### src/rtl/vec_pkg.sv
// Shared types and constants for the vector execute unit.
// Latency: n/a (declarations only).
// Backpressure: n/a.
package vec_pkg;

   typedef enum logic [3:0] {
      ADD    = 4'd0,
      SUB    = 4'd1,
      AND    = 4'd2,
      ORR    = 4'd3,
      XOR    = 4'd4,
      MOV    = 4'd5,
      REDSUM = 4'd6
   } vec_op_e;

   localparam int FLAG_N = 3;
   localparam int FLAG_Z = 2;
   localparam int FLAG_C = 1;
   localparam int FLAG_V = 0;

   typedef enum logic [1:0] {
      ST_IDLE = 2'd0,
      ST_BUSY = 2'd1,
      ST_DONE = 2'd2
   } vec_state_e;

endpackage

### src/rtl/vec_lane_alu.sv
// Single-lane combinational vector ALU: a, b, op -> result and NZCV.
// Latency: 0 cycles (pure combinational).
// Backpressure: none; the parent decides when results are captured.
// Ports: a/b lane operands, op (vec_op_e code), result, n/z/c/v lane flags.
// Build option: VEC_SAT_EN makes ADD/SUB saturate signed instead of wrapping.
module vec_lane_alu
   import vec_pkg::*;
#(
   parameter int WIDTH = 32
) (
   input  logic [WIDTH-1:0] a,
   input  logic [WIDTH-1:0] b,
   input  logic [3:0]       op,
   output logic [WIDTH-1:0] result,
   output logic             n,
   output logic             z,
   output logic             c,
   output logic             v
);

   logic [WIDTH:0] sum_w;
   logic [WIDTH:0] dif_w;
   logic           ovf_add;
   logic           ovf_sub;
   logic           known_op;

   // SUB as a + ~b + 1 so the carry-out directly means "no borrow".
   assign sum_w   = {1'b0, a} + {1'b0, b};
   assign dif_w   = {1'b0, a} + {1'b0, ~b} + (WIDTH+1)'(1);
   assign ovf_add = (a[WIDTH-1] == b[WIDTH-1]) && (sum_w[WIDTH-1] != a[WIDTH-1]);
   assign ovf_sub = (a[WIDTH-1] != b[WIDTH-1]) && (dif_w[WIDTH-1] != a[WIDTH-1]);

`ifdef VEC_SAT_EN
   localparam logic [WIDTH-1:0] SMAX = {1'b0, {(WIDTH-1){1'b1}}};
   localparam logic [WIDTH-1:0] SMIN = {1'b1, {(WIDTH-1){1'b0}}};
`endif

   always_comb begin
      result   = '0;
      c        = 1'b0;
      v        = 1'b0;
      known_op = 1'b1;
      case (vec_op_e'(op))
         ADD: begin
            result = sum_w[WIDTH-1:0];
            c      = sum_w[WIDTH];
            v      = ovf_add;
`ifdef VEC_SAT_EN
            // Overflow direction follows the sign of a (both operands share it).
            if (ovf_add) result = a[WIDTH-1] ? SMIN : SMAX;
`endif
         end
         SUB: begin
            result = dif_w[WIDTH-1:0];
            c      = dif_w[WIDTH];
            v      = ovf_sub;
`ifdef VEC_SAT_EN
            if (ovf_sub) result = a[WIDTH-1] ? SMIN : SMAX;
`endif
         end
         AND:    result = a & b;
         ORR:    result = a | b;
         XOR:    result = a ^ b;
         MOV:    result = b;
         REDSUM: result = '0;   // the reduction is formed in the parent
         default: begin
            result   = a;
            known_op = 1'b0;
         end
      endcase
      n = known_op & result[WIDTH-1];
      z = (result == '0);
   end

endmodule

### src/rtl/vec_exec_unit.sv
// Multi-beat vector execute unit: one ALU op over LANES lanes, LANES_PER_CYCLE lanes per beat.
// Latency: out_valid rises LANES/LANES_PER_CYCLE cycles after the accept edge.
// Backpressure: in_ready only in IDLE; result held in DONE until out_ready or flush.
// Ports: clk, rst (async active-low), in_valid/in_ready/in_op/in_a/in_b/in_mask,
//        flush, out_valid/out_ready/out_data/out_flags ([3]=N [2]=Z [1]=C [0]=V).
// Build option: VEC_SAT_EN (signed saturating ADD/SUB, see vec_lane_alu).
module vec_exec_unit
   import vec_pkg::*;
#(
   parameter int LANES           = 16,
   parameter int WIDTH           = 32,
   parameter int LANES_PER_CYCLE = 4
) (
   input  logic                   clk,
   input  logic                   rst,
   input  logic                   in_valid,
   output logic                   in_ready,
   input  logic [3:0]             in_op,
   input  logic [LANES*WIDTH-1:0] in_a,
   input  logic [LANES*WIDTH-1:0] in_b,
   input  logic [LANES-1:0]       in_mask,
   input  logic                   flush,
   output logic                   out_valid,
   input  logic                   out_ready,
   output logic [LANES*WIDTH-1:0] out_data,
   output logic [3:0]             out_flags
);

   localparam int NBEATS = LANES / LANES_PER_CYCLE;
   localparam int BW     = (NBEATS > 1) ? $clog2(NBEATS) : 1;
   localparam int LIDX_W = (LANES > 1) ? $clog2(LANES) : 1;
   localparam logic [BW-1:0] LAST_BEAT = BW'(NBEATS - 1);

   if (LANES % LANES_PER_CYCLE != 0) begin : g_bad_cfg
      $error("vec_exec_unit: LANES must be a multiple of LANES_PER_CYCLE");
   end

   typedef logic [LANES-1:0][WIDTH-1:0] lanes_t;

   vec_state_e       state_q, state_d;
   logic [3:0]       op_q, op_d;
   lanes_t           a_q, a_d, b_q, b_d, res_q, res_d;
   logic [LANES-1:0] mask_q, mask_d;
   logic [BW-1:0]    beat_q, beat_d;
   logic [WIDTH-1:0] acc_q, acc_d;
   logic             zacc_q, zacc_d;
   logic [3:0]       flags_q, flags_d;

   logic [LIDX_W-1:0]          lane_idx [LANES_PER_CYCLE];
   logic [WIDTH-1:0]           alu_res  [LANES_PER_CYCLE];
   logic [LANES_PER_CYCLE-1:0] alu_n, alu_z, alu_c, alu_v;
   logic                       last_beat;
   logic                       unused_lane_flags;

   assign last_beat = (beat_q == LAST_BEAT);

   for (genvar j = 0; j < LANES_PER_CYCLE; j++) begin : g_alu
      assign lane_idx[j] = LIDX_W'(int'(beat_q) * LANES_PER_CYCLE + j);
      vec_lane_alu #(.WIDTH(WIDTH)) u_alu (
         .a      (a_q[lane_idx[j]]),
         .b      (b_q[lane_idx[j]]),
         .op     (op_q),
         .result (alu_res[j]),
         .n      (alu_n[j]),
         .z      (alu_z[j]),
         .c      (alu_c[j]),
         .v      (alu_v[j])
      );
   end

   // N/C/V matter only for the top lane, which is the last ALU slot of the last beat.
   assign unused_lane_flags = ^{alu_n, alu_c, alu_v};

   // ---- FSM: state register ----
   always_ff @(posedge clk or negedge rst) begin
      if (!rst) state_q <= ST_IDLE;
      else      state_q <= state_d;
   end

   // ---- FSM: next state ----
   always_comb begin
      state_d = state_q;
      case (state_q)
         ST_IDLE: if (in_valid)      state_d = ST_BUSY;
         ST_BUSY: if (flush)         state_d = ST_IDLE;
                  else if (last_beat) state_d = ST_DONE;
         ST_DONE: if (flush || out_ready) state_d = ST_IDLE;
         default:                    state_d = ST_IDLE;
      endcase
   end

   // ---- FSM: outputs ----
   always_comb begin
      in_ready  = (state_q == ST_IDLE);
      out_valid = (state_q == ST_DONE);
   end

   assign out_data  = res_q;
   assign out_flags = flags_q;

   // ---- Datapath ----
   always_comb begin
      op_d    = op_q;
      a_d     = a_q;
      b_d     = b_q;
      mask_d  = mask_q;
      beat_d  = beat_q;
      acc_d   = acc_q;
      zacc_d  = zacc_q;
      res_d   = res_q;
      flags_d = flags_q;
      if (state_q == ST_IDLE && in_valid) begin
         op_d   = in_op;
         a_d    = in_a;
         b_d    = in_b;
         mask_d = in_mask;
         beat_d = '0;
         acc_d  = '0;
         zacc_d = 1'b1;
      end else if (state_q == ST_BUSY && !flush) begin
         for (int j = 0; j < LANES_PER_CYCLE; j++) begin
            if (op_q == REDSUM)            res_d[lane_idx[j]] = '0;
            else if (mask_q[lane_idx[j]])  res_d[lane_idx[j]] = alu_res[j];
            else                           res_d[lane_idx[j]] = a_q[lane_idx[j]];
            if (mask_q[lane_idx[j]]) begin
               zacc_d = zacc_d & alu_z[j];
               acc_d  = acc_d + a_q[lane_idx[j]];
            end
         end
         beat_d = beat_q + 1'b1;
         if (last_beat) begin
            flags_d = '0;
            if (op_q == REDSUM) begin
               res_d[0]        = acc_d;
               flags_d[FLAG_N] = acc_d[WIDTH-1];
               flags_d[FLAG_Z] = (acc_d == '0);
            end else if (op_q <= 4'(MOV)) begin
               flags_d[FLAG_N] = mask_q[LANES-1] & alu_n[LANES_PER_CYCLE-1];
               flags_d[FLAG_Z] = zacc_d;
               flags_d[FLAG_C] = mask_q[LANES-1] & alu_c[LANES_PER_CYCLE-1];
               flags_d[FLAG_V] = mask_q[LANES-1] & alu_v[LANES_PER_CYCLE-1];
            end
         end
      end
   end

   always_ff @(posedge clk or negedge rst) begin
      if (!rst) begin
         op_q    <= '0;
         a_q     <= '0;
         b_q     <= '0;
         mask_q  <= '0;
         beat_q  <= '0;
         acc_q   <= '0;
         zacc_q  <= 1'b0;
         res_q   <= '0;
         flags_q <= '0;
      end else begin
         op_q    <= op_d;
         a_q     <= a_d;
         b_q     <= b_d;
         mask_q  <= mask_d;
         beat_q  <= beat_d;
         acc_q   <= acc_d;
         zacc_q  <= zacc_d;
         res_q   <= res_d;
         flags_q <= flags_d;
      end
   end

endmodule

### config.mk
export PLATFORM = sky130hd
export DESIGN_NAME = vec_exec_unit
export DESIGN_NICKNAME = d
export VERILOG_FILES = /design/src/rtl/vec_pkg.sv /design/src/rtl/vec_lane_alu.sv /design/src/rtl/vec_exec_unit.sv
export SDC_FILE = /design/constraint.sdc
export NUM_CORES = 2
export LEC_CHECK = 0
export BUFFER_PORTS_ARGS = -buffer_cell sky130_fd_sc_hd__clkbuf_2
export CORE_AREA = 10 10 610 612
export CTS_CLUSTER_DIAMETER = 80
export CTS_CLUSTER_SIZE = 25
export DETAILED_ROUTE_END_ITERATION = 12
export DIE_AREA = 0 0 620 622
export GPL_ROUTABILITY_DRIVEN = 1
export GPL_TIMING_DRIVEN = 0
export PLACE_DENSITY = 0.52
export RECOVER_POWER = 100
export SLEW_MARGIN = 5
export SYNTH_ARGS = -nofsm -noshare
export SYNTH_HDL_FRONTEND = slang
export SYNTH_SLANG_ARGS = --single-unit
### constraint.sdc
create_clock -name clk -period 20.4 [get_ports clk]
set_input_delay 3.06 -clock clk [delete_from_list [all_inputs] [get_ports clk]]
set_output_delay 3.06 -clock clk [all_outputs]
set_load 0.01 [all_outputs]
==> flow_metrics.env <==
export IMPL_holdCritPathClass="flop to flop"
export IMPL_grt_pass1_wl_um=903000
export IMPL_drc=0
export IMPL_vias_per_cell=5.89
export IMPL_routabilityCongestion=1.05
export IMPL_drv_cap=70
export IMPL_status="finished with violations"
export IMPL_grt_pass1_vias=93200
export IMPL_yosys_warnings=0
export IMPL_synth_edff_count=0
export IMPL_skew_ns=0.0853
export IMPL_ys_seq_area_share_pct=40.3
export IMPL_cp_max_fo=10
export IMPL_reg2reg_depth=48
export IMPL_slew_headroom_pct=-263
export IMPL_max_freq_mhz=52.0
export IMPL_synth_top_area_share_pct=40.3
export IMPL_cts_tree="yes"
export IMPL_regArea_um2=40000
export IMPL_clock_path_buffers=4
export IMPL_core_um2=361000
export IMPL_drive_gt1_share_pct=24.0
export IMPL_finalHoldViolCount=0
export IMPL_hold_path_depth=2
export IMPL_rsz0062_at_grt="false"
export IMPL_synth_area_per_cell_um2=10.0
export IMPL_vias=97600
export IMPL_cp_slowest_cell="clkbuf_1"
export IMPL_nets=13200
export IMPL_dieArea_um2=386000
export IMPL_required_ns=21.11
export IMPL_pin_count=1567
export IMPL_min_period_ns=19.24
export IMPL_grt_ovfl_total=0
export IMPL_cts_hold_buf=0
export IMPL_period_share_pct=94.3
export IMPL_synth_area_um2=99100
export IMPL_num_rows=221
export IMPL_htree_levels=3
export IMPL_final_common_cell="dfrtp_1"
export IMPL_syn2layout_area_growth_pct=17.9
export IMPL_dp_hpwl_um=577000
export IMPL_yosys_most_used_dff="dfrtp_1"
export IMPL_r2r_slack_ns=1.16
export IMPL_die_w_um=620
export IMPL_synth_cell_type_count=91
export IMPL_slowest_delay_ns=1.45
export IMPL_cts_resized_gates=0
export IMPL_place_area_um2=114000
export IMPL_criticalPathCategory="flop to flop"
export IMPL_fill_cells=38400
export IMPL_grt_antenna_before_repair=189
export IMPL_final_cell_mix="1597 x dfrtp_1, 1104 x clkbuf_2, 1069 x mux2_2, 1066 x nand2_1, 1048 x clkbuf_1"
export IMPL_yosysTopAreaCell="dfrtp_1"
export IMPL_worst_pin_slew_ns=5.44
export IMPL_cts_made_buffers=100
export IMPL_drt_iter0_markers=12300
export IMPL_async_flop_share_pct=100
export IMPL_routed_wl_um=700000
export IMPL_antenna_left=0
export IMPL_wl_per_cell_um=42.2
export IMPL_arrival_ns=19.95
export IMPL_grtUsageTotal_pct=34.5
export IMPL_setup_viol=0
export IMPL_failed_checks="max-capacitance violations, max-slew violations"
export IMPL_first_pass_iters=6
export IMPL_finalInstanceArea_um2=117000
export IMPL_grt_start_max_net_pins=106
export IMPL_dieHeight_um=622
export IMPL_ys_ff_latch=1597
export IMPL_synth_nets=11400
export IMPL_cts_sinks=1597
export IMPL_multi_input_area_um2=54900
export IMPL_io_buffers=1566
export IMPL_synthTopCellsByArea="dfrtp_1 40%, mux2_2 12%, ha_1 6.4%, mux4_2 5.8%, o21ai_0 4.8%"
export IMPL_clk_pin_slew_ns=0.09
export IMPL_start_util_pct=27.5
export IMPL_synthesis_instances=9868
export IMPL_cts_root_buffer="clkbuf_16"
export IMPL_cp_end_kind="flop"
export IMPL_maxSlewViolCount=1414
export IMPL_setup_tns_ns=0
export IMPL_critPathLaunchType="flop"
export IMPL_cts_setup_buffers=0
export IMPL_clk_latency_ns=0.93
metal layers:
layer,up-vias,routed length [µm],global-route usage (%)
li1,39800,-,-
met1,50500,278000,43.7
met2,5818,306000,52.8
met3,1347,67700,9.70
met4,88,47600,19.4
met5,-,554,0
sequential cells by signal (all words and copies together), names as in the netlist:
| signal | flops |
|---|---|
| zacc_q | 1 |
| acc_q | 32 |
| out_flags | 4 |
| b_q | 512 |
| a_q | 512 |
| beat_q | 2 |
| state_q | 2 |
| out_data | 512 |
| op_q | 4 |
| mask_q | 16 |
per-stage QoR:
step	worst slack [ns]	utilization [%]	hold slack [ns]	cells
after floorplan	10.13	-	0.465	9868
after global placement	-26.41	31.3	0.461	16200
after detailed placement	2.51	31.7	0.470	16300
after CTS	2.43	32.6	0.489	16400
after global routing	1.06	32.4	0.501	16500
final	1.16	32.4	0.485	16600
worst paths after layout:
path,startpoint,endpoint
max,beat_q[1],out_flags[2]
min,out_data[505],out_data[505]
max reg2reg,beat_q[1],out_flags[2]
min reg2reg,out_data[505],out_data[505]
max in group asynchronous,rst,b_q[484]
min in group asynchronous,rst,out_data[180]
worst max-delay path, delay by kind of cell, from the launching register on:
kind,cells,cell delay [ns]
compound gates,16,5.35
mux,2,0.92
fa+ha+maj,4,1.70
xor+xnor,5,1.55
simple gates,10,1.70
buf+inv,11,6.96
flops,1,0.61
layout make-up:
cell class,instances,share of cell area [%]
tap,4794,5.13
sequential,1597,34.2
antenna,137,0.293
clock buffer,110,2.23
timing repair buffer,1625,6.75
inverter,430,1.38
buffer,678,2.35
multi-input combinational,7163,47.0
clock inverter,52,0.700
kinds of logic (layout without fill, tap and decap cells):
family	Yosys count	after routing	synth area share, %
adders and majority gates	521	521	6.67
and+or+nand+nor	2358	2358	10.9
other	0	137	0
xor gates and xnor gates	118	118	1.06
AOI/OAI and AO/OA	2775	2775	18.0
DFF	1597	1597	40.3
buffers and inverters	1108	2895	4.33
muxes	1391	1391	18.7
synthesized netlist by cell type (all sizes together), types with 30 or more instances:
library cell	n
a22oi	50
mux2	1081
and2	49
a211o	44
o221ai	56
o21ai	956
inv	428
nand2	1066
ha	509
nand4	68
xnor2	71
and3	37
mux2i	53
a22o	75
o22ai	50
dfrtp	1597
nand2b	79
a21o	113
a221o	30
nor2b	64
xor2	46
nor3	129
clkbuf	536
o211ai	103
a21oi	546
o21a	56
buf	142
a221oi	69
a2111oi	33
nor4	57
or2	44
or3	58
mux4	257
o2111ai	48
o31ai	70
nand3	128
a31oi	70
nor2	473
o21bai	49
a211oi	95
Power is not shown: default switching activity piles up to over one toggle a cycle in this logic, so the estimate is an artifact.
